--- config.mk ---
export PLATFORM = sky130hd
export DESIGN_NAME = legv8_execute_unit_flat
export DESIGN_NICKNAME = d
export VERILOG_FILES = /design/src/rtl/legv8_pkg.sv /design/src/rtl/legv8_execute_unit_if.sv /design/src/rtl/legv8_alu_decode.sv /design/src/rtl/legv8_execute_unit.sv /design/src/flat_wrapper.sv
export SDC_FILE = /design/constraint.sdc
export NUM_CORES = 1
export LEC_CHECK = 0
export ABC_AREA = 1
export BUFFER_PORTS_ARGS = -buffer_cell sky130_fd_sc_hd__buf_4
export CAP_MARGIN = 20
export CORE_UTILIZATION = 52
export CTS_CLUSTER_DIAMETER = 150
export DETAILED_ROUTE_END_ITERATION = 8
export PLACE_DENSITY = 0.87
export SLEW_MARGIN = 25
export SYNTH_ARGS = -nofsm -noshare
export SYNTH_HDL_FRONTEND = slang
export SYNTH_SLANG_ARGS = --single-unit
--- constraint.sdc ---
create_clock -name clock -period 4.7 [get_ports clock]
set_clock_uncertainty 0.2 [all_clocks]
set_input_delay 0.47 -clock clock [delete_from_list [all_inputs] [get_ports clock]]
set_output_delay 0.47 -clock clock [all_outputs]
set_load 0.1 [all_outputs]
--- src/rtl/legv8_pkg.sv ---
// Shared LEGv8 execute-stage definitions: ALU function codes, ALUOp encodings and
// the R-type/I-type opcodes recognised by the ALU control decoder.
package legv8_pkg;

    typedef enum logic [3:0] {
        ALU_AND   = 4'b0000,
        ALU_ORR   = 4'b0001,
        ALU_ADD   = 4'b0010,
        ALU_EOR   = 4'b0011,
        ALU_SUB   = 4'b0110,
        ALU_PASSB = 4'b0111,
        ALU_NOR   = 4'b1100,
        ALU_BAD   = 4'b1111
    } alu_ctrl_e;

    typedef enum logic [1:0] {
        ALUOP_LDST  = 2'b00,
        ALUOP_CBZ   = 2'b01,
        ALUOP_RTYPE = 2'b10,
        ALUOP_ITYPE = 2'b11
    } alu_op_e;

    localparam logic [10:0] OPC_ADD = 11'b10001011000;
    localparam logic [10:0] OPC_SUB = 11'b11001011000;
    localparam logic [10:0] OPC_AND = 11'b10001010000;
    localparam logic [10:0] OPC_ORR = 11'b10101010000;
    localparam logic [10:0] OPC_EOR = 11'b11001010000;

    localparam logic [9:0] OPI_ADDI = 10'b1001000100;
    localparam logic [9:0] OPI_SUBI = 10'b1101000100;
    localparam logic [9:0] OPI_ANDI = 10'b1001001000;
    localparam logic [9:0] OPI_ORRI = 10'b1011001000;

endpackage

--- src/rtl/legv8_execute_unit_if.sv ---
// Execute-stage bus: operands and control in from decode, registered result and flags out.
interface legv8_execute_unit_if #(
    parameter int unsigned WIDTH = 64
);
    logic [1:0]       alu_op;
    logic [10:0]      opcode;
    logic             alu_src;
    logic [WIDTH-1:0] read1;
    logic [WIDTH-1:0] read2;
    logic [WIDTH-1:0] sign_ext;
    logic [3:0]       alu_ctrl;
    logic [WIDTH-1:0] alu_out;
    logic             zero;
    logic             negative;
    logic             carry;
    logic             overflow;
    logic             illegal;

    modport master (
        output alu_op, opcode, alu_src, read1, read2, sign_ext,
        input  alu_ctrl, alu_out, zero, negative, carry, overflow, illegal
    );

    modport slave (
        input  alu_op, opcode, alu_src, read1, read2, sign_ext,
        output alu_ctrl, alu_out, zero, negative, carry, overflow, illegal
    );
endinterface

--- src/rtl/legv8_alu_decode.sv ---
// ALU control decoder: maps ALUOp and instruction[31:21] to a 4-bit ALU function code.
module legv8_alu_decode
    import legv8_pkg::*;
(
    input  logic [1:0]  alu_op,
    input  logic [10:0] opcode,
    output logic [3:0]  alu_ctrl,
    output logic        illegal
);

    always_comb begin
        alu_ctrl = ALU_BAD;
        illegal  = 1'b0;
        unique case (alu_op)
            ALUOP_LDST: alu_ctrl = ALU_ADD;
            ALUOP_CBZ:  alu_ctrl = ALU_PASSB;
            ALUOP_RTYPE: begin
                case (opcode)
                    OPC_ADD: alu_ctrl = ALU_ADD;
                    OPC_SUB: alu_ctrl = ALU_SUB;
                    OPC_AND: alu_ctrl = ALU_AND;
                    OPC_ORR: alu_ctrl = ALU_ORR;
                    OPC_EOR: alu_ctrl = ALU_EOR;
                    default: illegal  = 1'b1;
                endcase
            end
            ALUOP_ITYPE: begin
                // I-type opcodes are 10 bits; instruction[21] belongs to the immediate.
                case (opcode[10:1])
                    OPI_ADDI: alu_ctrl = ALU_ADD;
                    OPI_SUBI: alu_ctrl = ALU_SUB;
                    OPI_ANDI: alu_ctrl = ALU_AND;
                    OPI_ORRI: alu_ctrl = ALU_ORR;
                    default:  illegal  = 1'b1;
                endcase
            end
            default: illegal = 1'b1;
        endcase
    end

endmodule

--- src/rtl/legv8_execute_unit.sv ---
// LEGv8 execute stage: operand-B mux, ALU control decode and 64-bit ALU with
// result and NZCV-style flags registered once at the output.
module legv8_execute_unit
    import legv8_pkg::*;
#(
    parameter int unsigned WIDTH = 64
) (
    input logic                  clock,
    input logic                  reset,
    legv8_execute_unit_if.slave  ex
);

    logic [3:0]       ctrl;
    logic             ctrl_illegal;
    logic [WIDTH-1:0] op_a;
    logic [WIDTH-1:0] op_b;
    logic [WIDTH-1:0] b_addend;
    logic             is_sub;
    logic [WIDTH:0]   sum;
    logic [WIDTH-1:0] result;
    logic             carry_d;
    logic             overflow_d;

    logic [WIDTH-1:0] alu_out_q;
    logic             zero_q;
    logic             negative_q;
    logic             carry_q;
    logic             overflow_q;
    logic             illegal_q;

    legv8_alu_decode u_decode (
        .alu_op   (ex.alu_op),
        .opcode   (ex.opcode),
        .alu_ctrl (ctrl),
        .illegal  (ctrl_illegal)
    );

    assign op_a = ex.read1;
    assign op_b = ex.alu_src ? ex.sign_ext : ex.read2;

    // One adder serves both ADD and SUB; SUB feeds ~B with a carry-in of 1.
    always_comb begin
        is_sub   = (ctrl == ALU_SUB);
        b_addend = is_sub ? ~op_b : op_b;
        sum      = {1'b0, op_a} + {1'b0, b_addend} + {{WIDTH{1'b0}}, is_sub};
    end

    always_comb begin
        result     = '0;
        carry_d    = 1'b0;
        overflow_d = 1'b0;
        case (ctrl)
            ALU_AND:   result = op_a & op_b;
            ALU_ORR:   result = op_a | op_b;
            ALU_EOR:   result = op_a ^ op_b;
            ALU_PASSB: result = op_b;
            ALU_NOR:   result = ~(op_a | op_b);
            ALU_ADD, ALU_SUB: begin
                result     = sum[WIDTH-1:0];
                carry_d    = sum[WIDTH];
                overflow_d = (op_a[WIDTH-1] == b_addend[WIDTH-1]) &&
                             (sum[WIDTH-1] != op_a[WIDTH-1]);
            end
            default: result = '0;
        endcase
    end

    always_ff @(posedge clock) begin
        if (reset) begin
            alu_out_q  <= '0;
            zero_q     <= 1'b1;
            negative_q <= 1'b0;
            carry_q    <= 1'b0;
            overflow_q <= 1'b0;
            illegal_q  <= 1'b0;
        end else begin
            alu_out_q  <= result;
            zero_q     <= (result == '0);
            negative_q <= result[WIDTH-1];
            carry_q    <= carry_d;
            overflow_q <= overflow_d;
            illegal_q  <= ctrl_illegal;
        end
    end

    assign ex.alu_ctrl = ctrl;
    assign ex.alu_out  = alu_out_q;
    assign ex.zero     = zero_q;
    assign ex.negative = negative_q;
    assign ex.carry    = carry_q;
    assign ex.overflow = overflow_q;
    assign ex.illegal  = illegal_q;

endmodule

--- src/flat_wrapper.sv ---
// flat-port wrapper written by rule: the top's interface ports become plain ports
module legv8_execute_unit_flat import legv8_pkg::*;
#(
    parameter int unsigned WIDTH = 64
)
  (clock, reset, ex_alu_op, ex_opcode, ex_alu_src, ex_read1, ex_read2, ex_sign_ext, ex_alu_ctrl, ex_alu_out, ex_zero, ex_negative, ex_carry, ex_overflow, ex_illegal);
  legv8_execute_unit_if #(.WIDTH(WIDTH)) ex_i ();
  input logic clock;
  input logic reset;
  input wire logic [$bits(ex_i.alu_op)-1:0] ex_alu_op;
  input wire logic [$bits(ex_i.opcode)-1:0] ex_opcode;
  input wire logic [$bits(ex_i.alu_src)-1:0] ex_alu_src;
  input wire logic [$bits(ex_i.read1)-1:0] ex_read1;
  input wire logic [$bits(ex_i.read2)-1:0] ex_read2;
  input wire logic [$bits(ex_i.sign_ext)-1:0] ex_sign_ext;
  output wire logic [$bits(ex_i.alu_ctrl)-1:0] ex_alu_ctrl;
  output wire logic [$bits(ex_i.alu_out)-1:0] ex_alu_out;
  output wire logic [$bits(ex_i.zero)-1:0] ex_zero;
  output wire logic [$bits(ex_i.negative)-1:0] ex_negative;
  output wire logic [$bits(ex_i.carry)-1:0] ex_carry;
  output wire logic [$bits(ex_i.overflow)-1:0] ex_overflow;
  output wire logic [$bits(ex_i.illegal)-1:0] ex_illegal;
  assign ex_i.alu_op = ex_alu_op;
  assign ex_i.opcode = ex_opcode;
  assign ex_i.alu_src = ex_alu_src;
  assign ex_i.read1 = ex_read1;
  assign ex_i.read2 = ex_read2;
  assign ex_i.sign_ext = ex_sign_ext;
  assign ex_alu_ctrl = ex_i.alu_ctrl;
  assign ex_alu_out = ex_i.alu_out;
  assign ex_zero = ex_i.zero;
  assign ex_negative = ex_i.negative;
  assign ex_carry = ex_i.carry;
  assign ex_overflow = ex_i.overflow;
  assign ex_illegal = ex_i.illegal;
  legv8_execute_unit #(.WIDTH(WIDTH)) u_core (.clock(clock), .reset(reset), .ex(ex_i));
endmodule
* Word-level counts from Yosys, hierarchy flattened
Cells that the tools add are included.
** Word-level totals
- Register bits after elaboration :: 69
- Latch bits :: 0
- RAM bits :: 0
- ROM bits :: 0
- Output and inout port bits :: 73
- Memories :: 0
** Operators by class
- Add/subtract/negate cells :: 2
- $mul :: 0
- Divide/modulo/power cells :: 0
- $lt $le $gt $ge :: 0
- Eq/ne operators :: 20
- Shifts and indexed selects :: 0
- Mux-type cells :: 9
- Bitwise logic cells :: 6
- Reductions and logical operators :: 8
** Operator list (count)
- $pmux 64 s6 :: 1
- $mux 64 :: 2
- $not 64->64 :: 2
- $add 64x64->65 :: 1
- $add 65x1->65 :: 1
- $and 64x64->64 :: 1
- $logic_not 64->1 :: 1
- $or 64x64->64 :: 1
- $xor 64x64->64 :: 1
- $eq 11x11->1 const B :: 5
- $eq 10x10->1 const B :: 4
- $pmux 4 s4 :: 2
- $pmux 4 s5 :: 1
- $eq 4x2->1 const B :: 2
- $eq 4x3->1 const B :: 2
- $reduce_or 5->1 :: 1
- $eq 2x2->1 const B :: 2
- $eq 4x1->1 const B :: 1
- $eq 4x4->1 const B :: 1
- $logic_not 4->1 :: 1
- $reduce_or 2->1 :: 2
- $reduce_or 4->1 :: 1
- $eq 2x1->1 const B :: 1
- $logic_not 2->1 :: 1
- 6 further kinds :: 7

* Longest topological paths before layout
- Word-level depth :: 9
- Mapped depth :: 38
- Depth with buffers taken out :: 36

* Modules after synthesis
From an unflattened synthesis, not the netlist that was laid out.
** Unflattened totals
- Cell total of the unflattened synthesis :: 2516
- Area total of the unflattened synthesis :: 14084.8 µm²
** Modules (own cells, without submodules)
- legv8_execute_unit :: times used 1, cells each 2448, area an instance 13753.2 µm²
- legv8_alu_decode :: times used 1, cells each 68, area an instance 331.6 µm²

* Worst setup path before layout
No wires, ideal clock.
- Kind :: input port to flip-flop
- Start :: input port ex_opcode[2]
- End :: register u_core.zero_q, in the netlist u_core.ex.zero
- Data arrival time :: 4931 ps
- Required time :: 4441 ps
- Path slack :: -490 ps
- Cell stages on the path :: 33
- Path buffers :: 2
- Path through :: inv_2 -> nand2_1 -> nor2_1 -> nand3_2 -> nand3_1 -> nand2_1 -> inv_2 -> nand2_1 -> nand3_2 -> buf_6 -> buf_1 -> xor2_1 -> ha_1 -> nand2_1 -> inv_1 -> a21oi_1 -> inv_1 -> a21oi_1 -> nor2_1 -> o21ai_1 -> nand3_1 -> nand2_1 -> nand2_1 -> or2_1 -> a21oi_1 -> nand3_1 -> nor3_1 -> nand2_1 -> nor2_1 -> nand2_1 -> nor2_1 -> nand2_1 -> nand2_1
** On the way
- Cells in the longest elaborated chain, start to end :: 9
- Elaborated cells between the ends (all ways) :: 25
- Those cells by class :: add/sub: 2; eq/ne: 15; mux: 5; reduce/logical: 3
** Ends and longest elaborated chain
- start: declaration :: line flat_wrapper.sv:11 : input wire logic [$bits(ex_i.opcode)-1:0] ex_opcode;
- $eq 11x11->1 or $eq 10x10->1 (tied branches) :: line legv8_alu_decode.sv:18, legv8_alu_decode.sv:29
- $pmux 4 s5 or $pmux 4 s4 (tied branches) :: line legv8_alu_decode.sv:18, legv8_alu_decode.sv:29
- $pmux 4 s4 * :: line legv8_alu_decode.sv:14 : unique case (alu_op)
- via ex_alu_ctrl[2] :: line flat_wrapper.sv:16 : output wire logic [$bits(ex_i.alu_ctrl)-1:0] ex_alu_ctrl;
- $eq 4x3->1 :: line legv8_execute_unit.sv:43, legv8_execute_unit.sv:52
- $mux 64 :: line legv8_execute_unit.sv:44 : b_addend = is_sub ? ~op_b : op_b;
- $add 64x64->65 :: line legv8_execute_unit.sv:45 : sum = {1'b0, op_a} + {1'b0, b_addend} + {{WIDTH{1'b0}}, is_sub};
- $add 65x1->65 :: line legv8_execute_unit.sv:45
- $pmux 64 s6 * :: line legv8_execute_unit.sv:52 : case (ctrl)
- $logic_not 64->1 * :: line legv8_execute_unit.sv:78 : zero_q <= (result == '0);
- end signal: assignment :: line legv8_execute_unit.sv:78
- end: declaration :: line legv8_execute_unit.sv:25 : logic zero_q;
The timed path passes the listed nets; every way through them passes the cells marked *.
A chain may end at the register's enable or synchronous reset.

* Worst setup path in the final report
- Start :: input port ex_opcode[2]
- End :: register u_core.zero_q, in the netlist u_core.ex.zero
** On the way
- Cells in the longest elaborated chain, start to end :: 9
- Elaborated cells between the ends (all ways) :: 25
- Those cells by class :: add/sub: 2; eq/ne: 15; mux: 5; reduce/logical: 3
** Ends and longest elaborated chain (line)
- $eq 11x11->1 or $eq 10x10->1 (tied branches) :: legv8_alu_decode.sv:18, legv8_alu_decode.sv:29
- $pmux 4 s5 or $pmux 4 s4 (tied branches) :: legv8_alu_decode.sv:18, legv8_alu_decode.sv:29
- $pmux 4 s4 * :: legv8_alu_decode.sv:14
- $eq 4x3->1 :: legv8_execute_unit.sv:43, legv8_execute_unit.sv:52
- $mux 64 :: legv8_execute_unit.sv:44
- $add 64x64->65 :: legv8_execute_unit.sv:45
- $add 65x1->65 :: legv8_execute_unit.sv:45
- $pmux 64 s6 * :: legv8_execute_unit.sv:52
- $logic_not 64->1 * :: legv8_execute_unit.sv:78
Every way passes the cells marked *; elsewhere a longest branch is shown, timed or not.

==> flow_summary.json <==
{
  "period_share_pct": 106,
  "place_inst": 3159,
  "ys_top_cells_by_count": "nand2_1 (511), inv_1 (427), nor2_1 (257)",
  "slowest_delay_ns": 0.33,
  "first_global_vias": 17400,
  "fin_area_um2": 19200,
  "synth-edff-count": 0,
  "maxCapViolCount": 0,
  "peakVddDrop_mv": 0.221,
  "place_congestion": 1.09,
  "fmax_ghz": 0.201,
  "grt_usage_pct": 45.1,
  "rsz0062_at_grt": "true",
  "timing.final.ws_setup_ns": -0.277,
  "viasPerCell": 5.73,
  "grt_pass1_wl_um": 90400,
  "htreeDepth": 3,
  "slew_violations": 0,
  "run_status": "finished, violations left",
  "final_cells": 3190,
  "cts_tree": "done",
  "cpMostUsedCell": "nand2_1",
  "hold_buffers": 0,
  "async_reset_ff_share_pct": 0,
  "core_area_um2": 24500,
  "synth_top_cell_area_share_pct": 19.5,
  "synth-seq-cells": 68,
  "dpl_cell_area_um2": 18200,
  "multi_input_area_um2": 10400,
  "cts.reportedPaths.clkPinSlew_ns": 0.07,
  "p_per_area_nw_per_um2": 263,
  "yosysWarnings": 0,
  "cpMaxStageDelayCell": "ha_1",
  "dieArea_um2": 25700,
  "yosys.cell_count.top_type": "nand2_1",
  "setup_viol": 1,
  "synth_cells": 2246,
  "cts_sinks": 68,
  "violations": "negative setup slack",
  "nFillCells": 1827,
  "utilization_pct": 78.6,
  "initial_utilization_pct": 53.4,
  "cp-start-kind": "input pin",
  "row_count": 57,
  "end_kind": "register",
  "synthFlopType": "dfxtp_1",
  "vias": 18300,
  "p_leak_nw": 10.7,
  "hold_class": "input pin to register",
  "synth_cell_types": 51,
  "hpwl_um": 48800,
  "p_total_w": 0.00507,
  "critPathKind": "input pin to register",
  "drc": 0,
  "synth_area_leaders": "ha_1 (19%), nand2_1 (15%), inv_1 (12%)",
  "fin_hold_ws_ns": 0.222,
  "gr-total-overflow": 0,
  "clk_path_buf_depth": 2,
  "min_from": "ex_read1[63]",
  "synth_top_area_cell": "ha_1",
  "synth-seq-area-share_pct": 10.4,
  "worstMarginPinSlew_ns": 0.980,
  "ioPinCount": 281,
  "io_buffers": 280,
  "floorplan.die.width_um": 160,
  "root_buffer": "clkbuf_16",
  "area_growth_pct": 47.3,
  "maxSlewHeadroom_pct": 34.0,
  "cp.arrival_ns": 5.03,
  "wl_um": 61300,
  "finalHoldViolations": 0,
  "crit_start": "ex_opcode[2]",
  "final_antenna_net_count": 0,
  "final-seq-area_um2": 1360,
  "first_pass_iters": 7,
  "syn-cell-area_um2": 13100,
  "drtIter0Drc": 2325,
  "die_h_um": 160,
  "worstPathRequired_ns": 4.75,
  "routedWlPerCell_um": 19.2,
  "cts_made_buffers": 9,
  "grt_max_degree": 67,
  "critPathMaxFanout": 13,
  "nets": 3272,
  "fin_crit_ns": 4.98,
  "path_delay_family": "simple AND/OR/NAND/NOR gates",
  "drive_gt1_share_pct": 29.9,
  "antenna_found_initial": 1,
  "cp_num_buf_inv": 9,
  "synth.avg_cell_area_um2": 5.81,
  "synth_fp_nets": 2658
}
-- routing by layer --
metal	part of all wire [%]	GRT usage, %	vias to the layer above	routed length [um]
met2	43	70.6	1233	26500
li1	-	-	8429	-
met5	0	0	-	0
met3	12	11.0	266	7540
met4	5.4	22.5	0	3290
met1	39	57.5	8358	24000
-- power breakdown --
part	switching (W)	internal (W)	leakage (nW)
registers	0.0000211	0.000643	0.563
clock network	0.000353	0.000413	0.142
logic	0.00224	0.00140	9.96
-- cells in the final DEF (no fill, tap or decap), types with 5 or more instances in the layout --
cell type / instances
a21o_1: 13
a21oi_1: 128
a21oi_2: 22
a221oi_1: 29
a22oi_1: 7
a31oi_1: 10
buf_12: 9
buf_4: 648
clkbuf_16: 10
dfxtp_1: 68
ha_1: 191
ha_2: 8
inv_1: 424
inv_2: 12
nand2_1: 490
nand2_2: 31
nand3_1: 108
nand3_2: 15
nand3b_1: 22
nand4_1: 24
nor2_1: 221
nor2_2: 32
nor2_4: 10
nor3_1: 12
nor3_2: 6
nor3_4: 5
o21a_1: 14
o21ai_0: 121
o21ai_1: 10
o22ai_1: 24
or2_2: 11
xor2_1: 59
xor2_2: 6
-- through the flow --
step	TNS [ns]	worst slack [ns]
after floorplan	0	0.0185
after global placement	-0.671	-0.609
final	-0.277	-0.277
after detailed placement	-1.13	-0.752
after CTS	0	0.000704
after global routing	-0.627	-0.431
-- area by class of cell --
type,instances,share of cell area (%)
antenna,1,0.0130
clock buffer,10,1.19
clock inverter,6,0.338
inverter,437,8.53
multi-input combinational,1683,54.0
sequential,68,7.08
tap,324,2.11
timing repair buffer,661,26.7
-- path summary, 6_finish.rpt --
path / cells past startpoint / to / slack (ns)
hold / removal: 4 / u_core.ex.overflow$_SDFF_PP0_ / 0.22
setup / recovery: 34 / u_core.ex.zero$_SDFF_PP1_ / -0.28
-- flip-flops by register name, indices dropped and copies added, names as in the netlist --
name	flops
u_core.ex.zero	1
u_core.ex.overflow	1
u_core.ex.negative	1
u_core.ex.illegal	1
u_core.ex.alu_out	63
u_core.ex.carry	1
-- logic make-up after synthesis --
logic type	count (synthesis)	synth area share, %
AO/OA/AOI/OAI	410	18.2
XOR/XNOR	68	4.56
adder cells (fa/ha/maj)	204	19.6
buffers and inverters	495	14.7
flip-flops	68	10.4
AND/OR/NAND/NOR	1001	32.5
-- what timing repair did --
| item | 4_1_cts | 5_1_grt |
|---|---|---|
| gates cloned | 1 | 1 |
| resized for setup | 29 | 132 |
| pin swaps | 2 | 27 |
| setup endpoints to repair | 1 | 6 |
| setup buffers | 2 | 10 |
Power figures use the tool's default switching activity.
